### config.mk
export PLATFORM = sky130hd
export DESIGN_NAME = result_packer
export DESIGN_NICKNAME = d
export VERILOG_FILES = /design/src/rtl/result_packer.sv
export SDC_FILE = /design/constraint.sdc
export NUM_CORES = 1
export LEC_CHECK = 0
export CORE_ASPECT_RATIO = 1.1
export CORE_MARGIN = 4
export CORE_UTILIZATION = 43
export DETAILED_ROUTE_END_ITERATION = 7
export PLACE_DENSITY = 0.71
export RECOVER_POWER = 25
export SLEW_MARGIN = 20
export SYNTH_ARGS = -nofsm -noshare
export SYNTH_HDL_FRONTEND = slang
export SYNTH_SLANG_ARGS = --single-unit
### constraint.sdc
create_clock -name clk_i -period 4.65 [get_ports clk_i]
set_input_delay 0.93 -clock clk_i [delete_from_list [all_inputs] [get_ports clk_i]]
set_output_delay 0.93 -clock clk_i [all_outputs]
set_load 0.05 [all_outputs]
### src/rtl/result_packer.sv
// Packs two DATA_W adder results into one MEM_WORD_SIZE word and queues completed words in a 2-entry FIFO.
// Optional macro RESULT_PACKER_STATS_EN adds a saturating word_count_o push counter.
module result_packer #(
    parameter int DATA_W        = 32,
    parameter int MEM_WORD_SIZE = 64
) (
    input  logic                     clk_i,
    input  logic                     rst_ni,
    input  logic                     clear_i,
    input  logic [DATA_W-1:0]        sum_i,
    input  logic                     carry_i,
    input  logic                     sum_valid_i,
    output logic                     sum_ready_o,
    input  logic                     buffer_control_i,
    output logic [MEM_WORD_SIZE-1:0] word_o,
    output logic                     word_valid_o,
    input  logic                     word_ready_i,
    output logic                     overflow_o,
    output logic                     dup_err_o
`ifdef RESULT_PACKER_STATS_EN
    ,
    output logic [15:0]              word_count_o
`endif
);

    typedef enum logic [1:0] {
        S_EMPTY = 2'b00,
        S_LOWER = 2'b01,
        S_UPPER = 2'b10
    } state_t;

    state_t                     state_q, state_d;
    logic [DATA_W-1:0]          hi_q, lo_q, hi_d, lo_d;
    logic [MEM_WORD_SIZE-1:0]   push_word;
    logic [MEM_WORD_SIZE-1:0]   mem_q [2];
    logic                       wr_ptr_q, rd_ptr_q;
    logic [1:0]                 count_q;
    logic                       ovf_q, dup_q;
    logic                       accept, push, pop, dup;

    assign sum_ready_o  = (count_q != 2'd2);
    assign accept       = sum_valid_i && sum_ready_o;
    assign pop          = (count_q != 2'd0) && word_ready_i;
    assign push_word    = {hi_d, lo_d};

    // Assembly: the mask is the state, so a completing beat pushes the merged halves.
    always_comb begin
        state_d = state_q;
        hi_d    = hi_q;
        lo_d    = lo_q;
        push    = 1'b0;
        dup     = 1'b0;
        if (accept) begin
            if (buffer_control_i) hi_d = sum_i;
            else                  lo_d = sum_i;
            case (state_q)
                S_EMPTY: state_d = buffer_control_i ? S_UPPER : S_LOWER;
                S_LOWER: begin
                    if (buffer_control_i) begin
                        push    = 1'b1;
                        state_d = S_EMPTY;
                    end else begin
                        dup = 1'b1;
                    end
                end
                S_UPPER: begin
                    if (!buffer_control_i) begin
                        push    = 1'b1;
                        state_d = S_EMPTY;
                    end else begin
                        dup = 1'b1;
                    end
                end
                default: state_d = S_EMPTY;
            endcase
        end
    end

    // Control state: clear takes priority and drops any concurrent beat or pop.
    always_ff @(posedge clk_i) begin
        if (!rst_ni || clear_i) begin
            state_q  <= S_EMPTY;
            count_q  <= 2'd0;
            wr_ptr_q <= 1'b0;
            rd_ptr_q <= 1'b0;
            ovf_q    <= 1'b0;
            dup_q    <= 1'b0;
        end else begin
            state_q <= state_d;
            if (push) wr_ptr_q <= ~wr_ptr_q;
            if (pop)  rd_ptr_q <= ~rd_ptr_q;
            count_q <= count_q + {1'b0, push} - {1'b0, pop};
            ovf_q   <= ovf_q | (accept & carry_i);
            dup_q   <= dup_q | dup;
        end
    end

    // Data path: stale contents after reset are harmless because the mask and count gate them.
    always_ff @(posedge clk_i) begin
        if (clear_i) begin
            hi_q <= '0;
            lo_q <= '0;
        end else begin
            hi_q <= hi_d;
            lo_q <= lo_d;
        end
        if (push && rst_ni && !clear_i) mem_q[wr_ptr_q] <= push_word;
    end

    assign word_valid_o = (count_q != 2'd0);
    assign word_o       = word_valid_o ? mem_q[rd_ptr_q] : '0;
    assign overflow_o   = ovf_q;
    assign dup_err_o    = dup_q;

`ifdef RESULT_PACKER_STATS_EN
    logic [15:0] word_cnt_q;

    function automatic logic [15:0] sat_inc16(input logic [15:0] v);
        return (v == 16'hFFFF) ? v : v + 16'd1;
    endfunction

    always_ff @(posedge clk_i) begin
        if (!rst_ni || clear_i) word_cnt_q <= 16'd0;
        else if (push)          word_cnt_q <= sat_inc16(word_cnt_q);
    end

    assign word_count_o = word_cnt_q;
`endif

endmodule
==> results of run 1 <==
[cell usage after synthesis]
cell type,number
edfxtp_1,128
dfxtp_1,73
nor2_1,70
a21oi_1,66
nand2_1,66
mux2i_1,64
nand3_1,64
o21ai_0,62
clkbuf_1,25
buf_2,16
inv_1,5
o21ai_1,5
and2_1,3
buf_1,3
buf_4,3
buf_6,2
ha_1,2
nand2b_1,2
nor2b_1,2
nor4b_1,2
xor2_1,2
a31oi_1,1
and3_1,1
and3b_1,1
clkbuf_2,1
inv_2,1
nor2b_4,1
nor3_1,1
nor3b_1,1
o2111ai_1,1
o211a_1,1
o22ai_1,1
o31a_1,1
or3_1,1
or4_1,1
[routing by layer]
metal	vias up	part of all wire, %
li1	2603	-
met1	2604	41
met2	189	51
met3	27	6.4
met4	0	1.5
met5	-	0
[worst reg2reg max path, cell delays in order, from the launching register on]
cell and delay (ps):
dfxtp_1 470, nor2b_4 70, inv_2 460, o211a_1 280
and3_4 820
[cell families after synthesis]
logic type | after synthesis | synth area share [%]
xor+xnor | 2 | 0.2218
simple gates | 216 | 11.99
compound gates | 138 | 8.934
mux | 64 | 8.110
flops | 201 | 67.16
fa+ha+maj | 2 | 0.3168
buf+inv | 56 | 3.263
[sequential cells by signal, indices dropped and copies added, names as in the netlist, named ones only]
signal / cells
dup_err_o: 1
count_q: 2
overflow_o: 1
rd_ptr_q: 1
hi_q: 32
wr_ptr_q: 1
lo_q: 32
state_q: 2
mem_q: 128
[power by group]
part | switching, mW | internal, mW | leakage [nW]
registers | 0.00811 | 1.93 | 1.81
logic | 0.120 | 0.0697 | 1.36
clock network | 0.634 | 1.06 | 0.336
total | 0.762 | 3.05 | 3.51
[how the worst max path moves through the flow]
stage | start | endpoint | cells after the start
detailed placement | sum_valid_i | mem_q[0][61]$_DFFE_PP_ | 4
floorplan | buffer_control_i | mem_q[0][0]$_DFFE_PP_ | 3
CTS | flip-flop | word_o[14] | 4
global route | flip-flop | word_o[15] | 4
finish | flip-flop | word_o[14] | 4
global placement | flip-flop | word_o[45] | 4
[metrics by stage]
step,std cells,utilization (%),cell area [um^2]
2_1_floorplan,679,-,7899
3_3_place_gp,981,51.00,9112
3_5_place_dp,981,51.00,9112
4_1_cts,1017,54.94,9817
5_1_grt,1017,54.91,9811
6_report,1017,54.91,9811
[cell type report]
cell class              count  area (um^2)
multi-input cells         422         2365
well taps                 238        297.8
clock buffers              27        548.0
inverters                   6        22.52
flip-flops and latches    201         5309
fillers                  1483         8056
clock inverters             9        156.4
repair buffers            114         1112
==> results.txt, run 1 <==
Syn Area/Cell -> 11.63 um^2
Die Width -> 137.2 um
Crit-path max cell delay -> 950 ps
Failing checks -> max-capacitance violations, max-slew violations
Largest net degree at the start of global routing -> 71
DRC -> 0
Grt met1 use -> 21.71%
Initial antenna violation count -> 0
Post-synthesis cell count -> 679
Clock buffer count from CTS -> 20
DRT iter0 DRCs -> 399
Hold_buf cts -> 0
Via count -> 5,423
Initial Util -> 44.21%
Leading area contributor after synthesis -> edfxtp_1
Final hold slack -> 495.9 ps
Hold path depth -> 2
Inserted Diodes -> 0
Max FO, Critical Path -> 53
Setup ws final -> 796.0 ps
Crit end category -> output port
M3 GR Usage -> 2.774%
FF-to-FF Start -> count_q[0]$_SDFF_PP0_
RSZ-0062 raised after global routing -> false
Fin. Hold Viols -> 0
CTS tree -> yes
Distinct cells, synth -> 35
Row count -> 51
Commonest non-fill, non-tap cells in the layout -> edfxtp_1 (128), clkdlybuf4s50_1 (104), dfxtp_1 (72)
Clock Path Buffers -> 3
CTS Sinks -> 201
R2r setup slk -> 2130 ps
Port Buffer Count -> 106
GR Layer Usage met2 -> 29.81%
Final min period -> 3854 ps
Layout area overhead -> 24.20%
CTS clk-pin slew, worst paths -> 60 ps
Crit path max-delay family -> buffers and inverters
Cell area after synthesis -> 7899 um^2
Top cells by area, synth -> edfxtp_1 (49%), dfxtp_1 (19%), mux2i_1 (8.1%)
Antenna-violating nets left -> 0
Vias in the first global route -> 5,552
Max IR drop VDD -> 0.0002159 V
Worst slew margin -> -115.1%
Tcrit/Tclk final -> 82.88%
Drt total wl -> 17,700 um
H-tree depth -> 1
Syn nets -> 720
Yosys warns -> 0
Hold Path End -> lo_q[20]$_SDFF_PP0_
Worst path cell trace -> buf_4 > mux2i_1 > nor2_1 > clkdlybuf4s50_1
Slowest-stage cell, CP -> dfxtp_4
Core area -> 17,870 um^2
First-pass GRT wire length -> 27,810 um
Max Slew Vio Count -> 66
Tightest Pin Transition -> 3227 ps
Routed WL per cell -> 17.40 um
Die area -> 20,600 um^2
Critical Path RT -> 3720 ps
Routability Congestion -> 0.7624
Post-synthesis sequential area ratio -> 67.16%
Total GRT Usage -> 17.06%
Buf+Inv Stages, Crit Path -> 2
Share of the synthesized area in the top cell type -> 48.66%
Worst-skew pair later-pin latency -> 480 ps
Synthesized flop and latch total -> 201
Top Ports -> 107
Fmax -> 0.2595 GHz
Fin Setup TNS -> 0 ps
Final setup violation count -> 0
P per Cell Area -> 388.9 nW/um^2
Worst reg2reg path endpoint -> mem_q[1][18]$_DFFE_PP_
Layout Nets -> 806
Die height -> 150.2 um
Global route total overflow -> 0
Min-delay src -> lo_q[20]$_SDFF_PP0_
Post-CTS Setup Inserts -> 0
Clk_skew -> 7.163 ps
Place WS -> 1252 ps
Dpl hpwl -> 10,720 um
Reg2reg path depth -> 4
Startpoint types -> flip-flop
GR peak layer -> met2
Post_cts resized -> 0
Design Power -> 3.816 mW
WP data arrival -> 2920 ps
Drt first pass iters -> 5
Detail-routed via count per cell -> 5.332
CTS Root Cell -> clkbuf_16
Crit Path Class -> flip-flop to output port
Type of the worst min-delay path -> flip-flop to flip-flop
Pleak -> 3.508 nW
Status -> finished with violations
Commonest non-fill, non-tap cell in the layout -> edfxtp_1
Max-cap violations -> 1
Share of cells above drive strength 1 -> 5.648%
Note: power is estimated with default switching activity, not from simulation.
==> run 2, diff against run 1 <==
- clock period: 4.65 -> 3.1 ns (I/O delays scaled with it)
==> run 2 against run 1 <==
  * Non-clock buffer count up 12
  * Via count up 0.76%
  * The flow now finishes without violations
  * Critical path type unchanged
  * Critical endpoint is now word_o[57]
  * Sequential share of layout area down 0.27 points
  * Global-route usage up 0.11 points
==> results.txt, run 2 (synthesis results as in run 1) <==
Routed WL per cell -> 17.33 um (was 17.40 um)
Layout area overhead -> 24.82% (was 24.20%)
Dpl hpwl -> 10,930 um (was 10,720 um)
Max-cap violations -> 0 (was 1)
CTS tree -> yes (unchanged)
Type of the worst min-delay path -> input port to flip-flop (was flip-flop to flip-flop)
DRT iter0 DRCs -> 492 (was 399)
Die height -> 150.2 um (unchanged)
Total GRT Usage -> 17.16% (was 17.06%)
Worst-skew pair later-pin latency -> 470 ps (was 480 ps)
Initial Util -> 44.21% (unchanged)
Largest registers -> mem_q (128), hi_q (32), lo_q (32) (unchanged)
Via count -> 5,464 (was 5,423)
Largest net degree at the start of global routing -> 71 (unchanged)
Core area -> 17,870 um^2 (unchanged)
Worst slew margin -> 5.269% (was -115.1%)
Clk_skew -> 6.377 ps (was 7.163 ps)
Critical Path RT -> 2480 ps (was 3720 ps)
CTS clk-pin slew, worst paths -> 70 ps (was 60 ps)
Clock buffer count from CTS -> 19 (was 20)
RSZ-0062 raised after global routing -> false (unchanged)
Post-CTS Setup Inserts -> 0 (unchanged)
Share of cells above drive strength 1 -> 7.215% (was 5.648%)
CTS Sinks -> 201 (unchanged)
Commonest non-fill, non-tap cell in the layout -> edfxtp_1 (unchanged)
Antenna-violating nets left -> 0 (unchanged)
DRC -> 0 (unchanged)
Final min period -> 2944 ps
Routability Congestion -> 0.7895 (was 0.7624)
Final setup violation count -> 0 (unchanged)
Die Width -> 137.2 um (unchanged)
Die area -> 20,600 um^2 (unchanged)
Final hold slack -> 492.3 ps (was 495.9 ps)
CTS Root Cell -> clkbuf_16 (unchanged)
Status -> finished, final reports clean (was finished with violations)
H-tree depth -> 1 (unchanged)
Detail-routed via count per cell -> 5.315 (was 5.332)
Clock Path Buffers -> 3 (unchanged)
Initial antenna violation count -> 1 (was 0)
Crit end category -> output port (unchanged)
Worst path cell trace -> buf_4 > mux2i_1 > nor2_1 > clkdlybuf4s50_1 (unchanged)
Fin Setup TNS -> 0 ps (unchanged)
First-pass GRT wire length -> 27,900 um (was 27,810 um)
Finished Layout Cells -> 1,028 (was 1,017)
Tightest Pin Transition -> 1421 ps (was 3227 ps)
DP Cell Count -> 993 (was 981)
Hold_buf cts -> 0 (unchanged)
Layout Nets -> 819 (was 806)
Place WS -> 128.5 ps (was 1252 ps)
Commonest non-fill, non-tap cells in the layout -> edfxtp_1 (128), clkdlybuf4s50_1 (77), dfxtp_1 (72) (was edfxtp_1 (128), clkdlybuf4s50_1 (104), dfxtp_1 (72))
Largest register FFs -> 128 (unchanged)
Setup ws final -> 155.9 ps (was 796.0 ps)
Fmax -> 0.3397 GHz
Port Buffer Count -> 106 (unchanged)
Crit-path max cell delay -> 840 ps (was 950 ps)
Tcrit/Tclk final -> 94.97%
Global route total overflow -> 0 (unchanged)
Startpoint types -> flip-flop (unchanged)
Inserted Diodes -> 0 (unchanged)
Pleak -> 3.694 nW (was 3.508 nW)
Max FO, Critical Path -> 21 (was 53)
Drt first pass iters -> 8 (was 5)
Row count -> 51 (unchanged)
Largest Register -> mem_q (unchanged)
Max Slew Vio Count -> 0 (was 66)
Top Ports -> 107 (unchanged)
Slowest-stage cell, CP -> clkdlybuf4s50_1 (was dfxtp_4)
Fin. Hold Viols -> 0 (unchanged)
Drt total wl -> 17,810 um (was 17,700 um)
Crit Path Class -> flip-flop to output port (unchanged)
Vias in the first global route -> 5,507 (was 5,552)
WP data arrival -> 2320 ps (was 2920 ps)
P per Cell Area -> 566.1 nW/um^2 (was 388.9 nW/um^2)
Final instance area -> 9859 um^2 (was 9811 um^2)
Area after DPL -> 9248 um^2 (was 9112 um^2)
Max IR drop VDD -> 0.0003357 V (was 0.0002159 V)
==> run 2: power by group <==
part / switching, mW / internal, mW
registers: 0.0109 / 2.89
logic: 0.181 / 0.108
clock network: 0.932 / 1.46
total: 1.12 / 4.46
==> run 2: path summary, 6_finish.rpt <==
| path | from | end | slack, ps | cells past startpoint |
|---|---|---|---|---|
| setup / recovery | flip-flop | word_o[57] | 160 | 4 |
| hold / removal | clear_i | dup_err_o$_SDFF_PP0_ | 490 | 3 |
| setup reg to reg | count_q[1]$_SDFF_PP0_ | mem_q[1][7]$_DFFE_PP_ | 580 | 4 |
| hold reg to reg | hi_q[5]$_SDFF_PP0_ | hi_q[5]$_SDFF_PP0_ | 500 | 2 |
==> run 2: stage by stage <==
| step | util (%) | power, mW |
|---|---|---|
| finish | 55.18 | 5.581 |
| global route | 55.18 | 5.778 |
| CTS | 55.22 | 5.635 |
| detailed placement | 51.76 | 3.250 |
| global placement | 51.76 | 3.236 |
| floorplan | - | 3.124 |
==> run 2: area by class of cell <==
class | instances | area [um^2]
clock buffer | 22 | 486.7
clock inverter | 11 | 153.9
fill | 1536 | 8008
inverter | 6 | 22.52
multi-input combinational | 424 | 2375
sequential | 201 | 5309
tap | 238 | 297.8
timing repair buffer | 126 | 1215
==> run 2: timing repair <==
item,4_1_cts,5_1_grt
pin swaps,1,0
gates resized for setup,27,1
endpoints found under the setup margin,31,19
gates cloned,2,0
==> run 2: per-layer routing <==
layer  share of wire, %  up-vias  global-route usage (%)
met1                 41     2625                   21.24
li1                   -     2629                       -
met3                6.4       29                   2.908
met2                 51      179                   31.01
met4                1.9        2                   4.391
met5              0.073        -                       0
==> run 2: worst max-delay path, delay by kind of cell, from the launching register on <==
family        cells  cell delay, ps
buf+inv           2            1210
mux               1             130
simple gates      1             140
flops             1             360
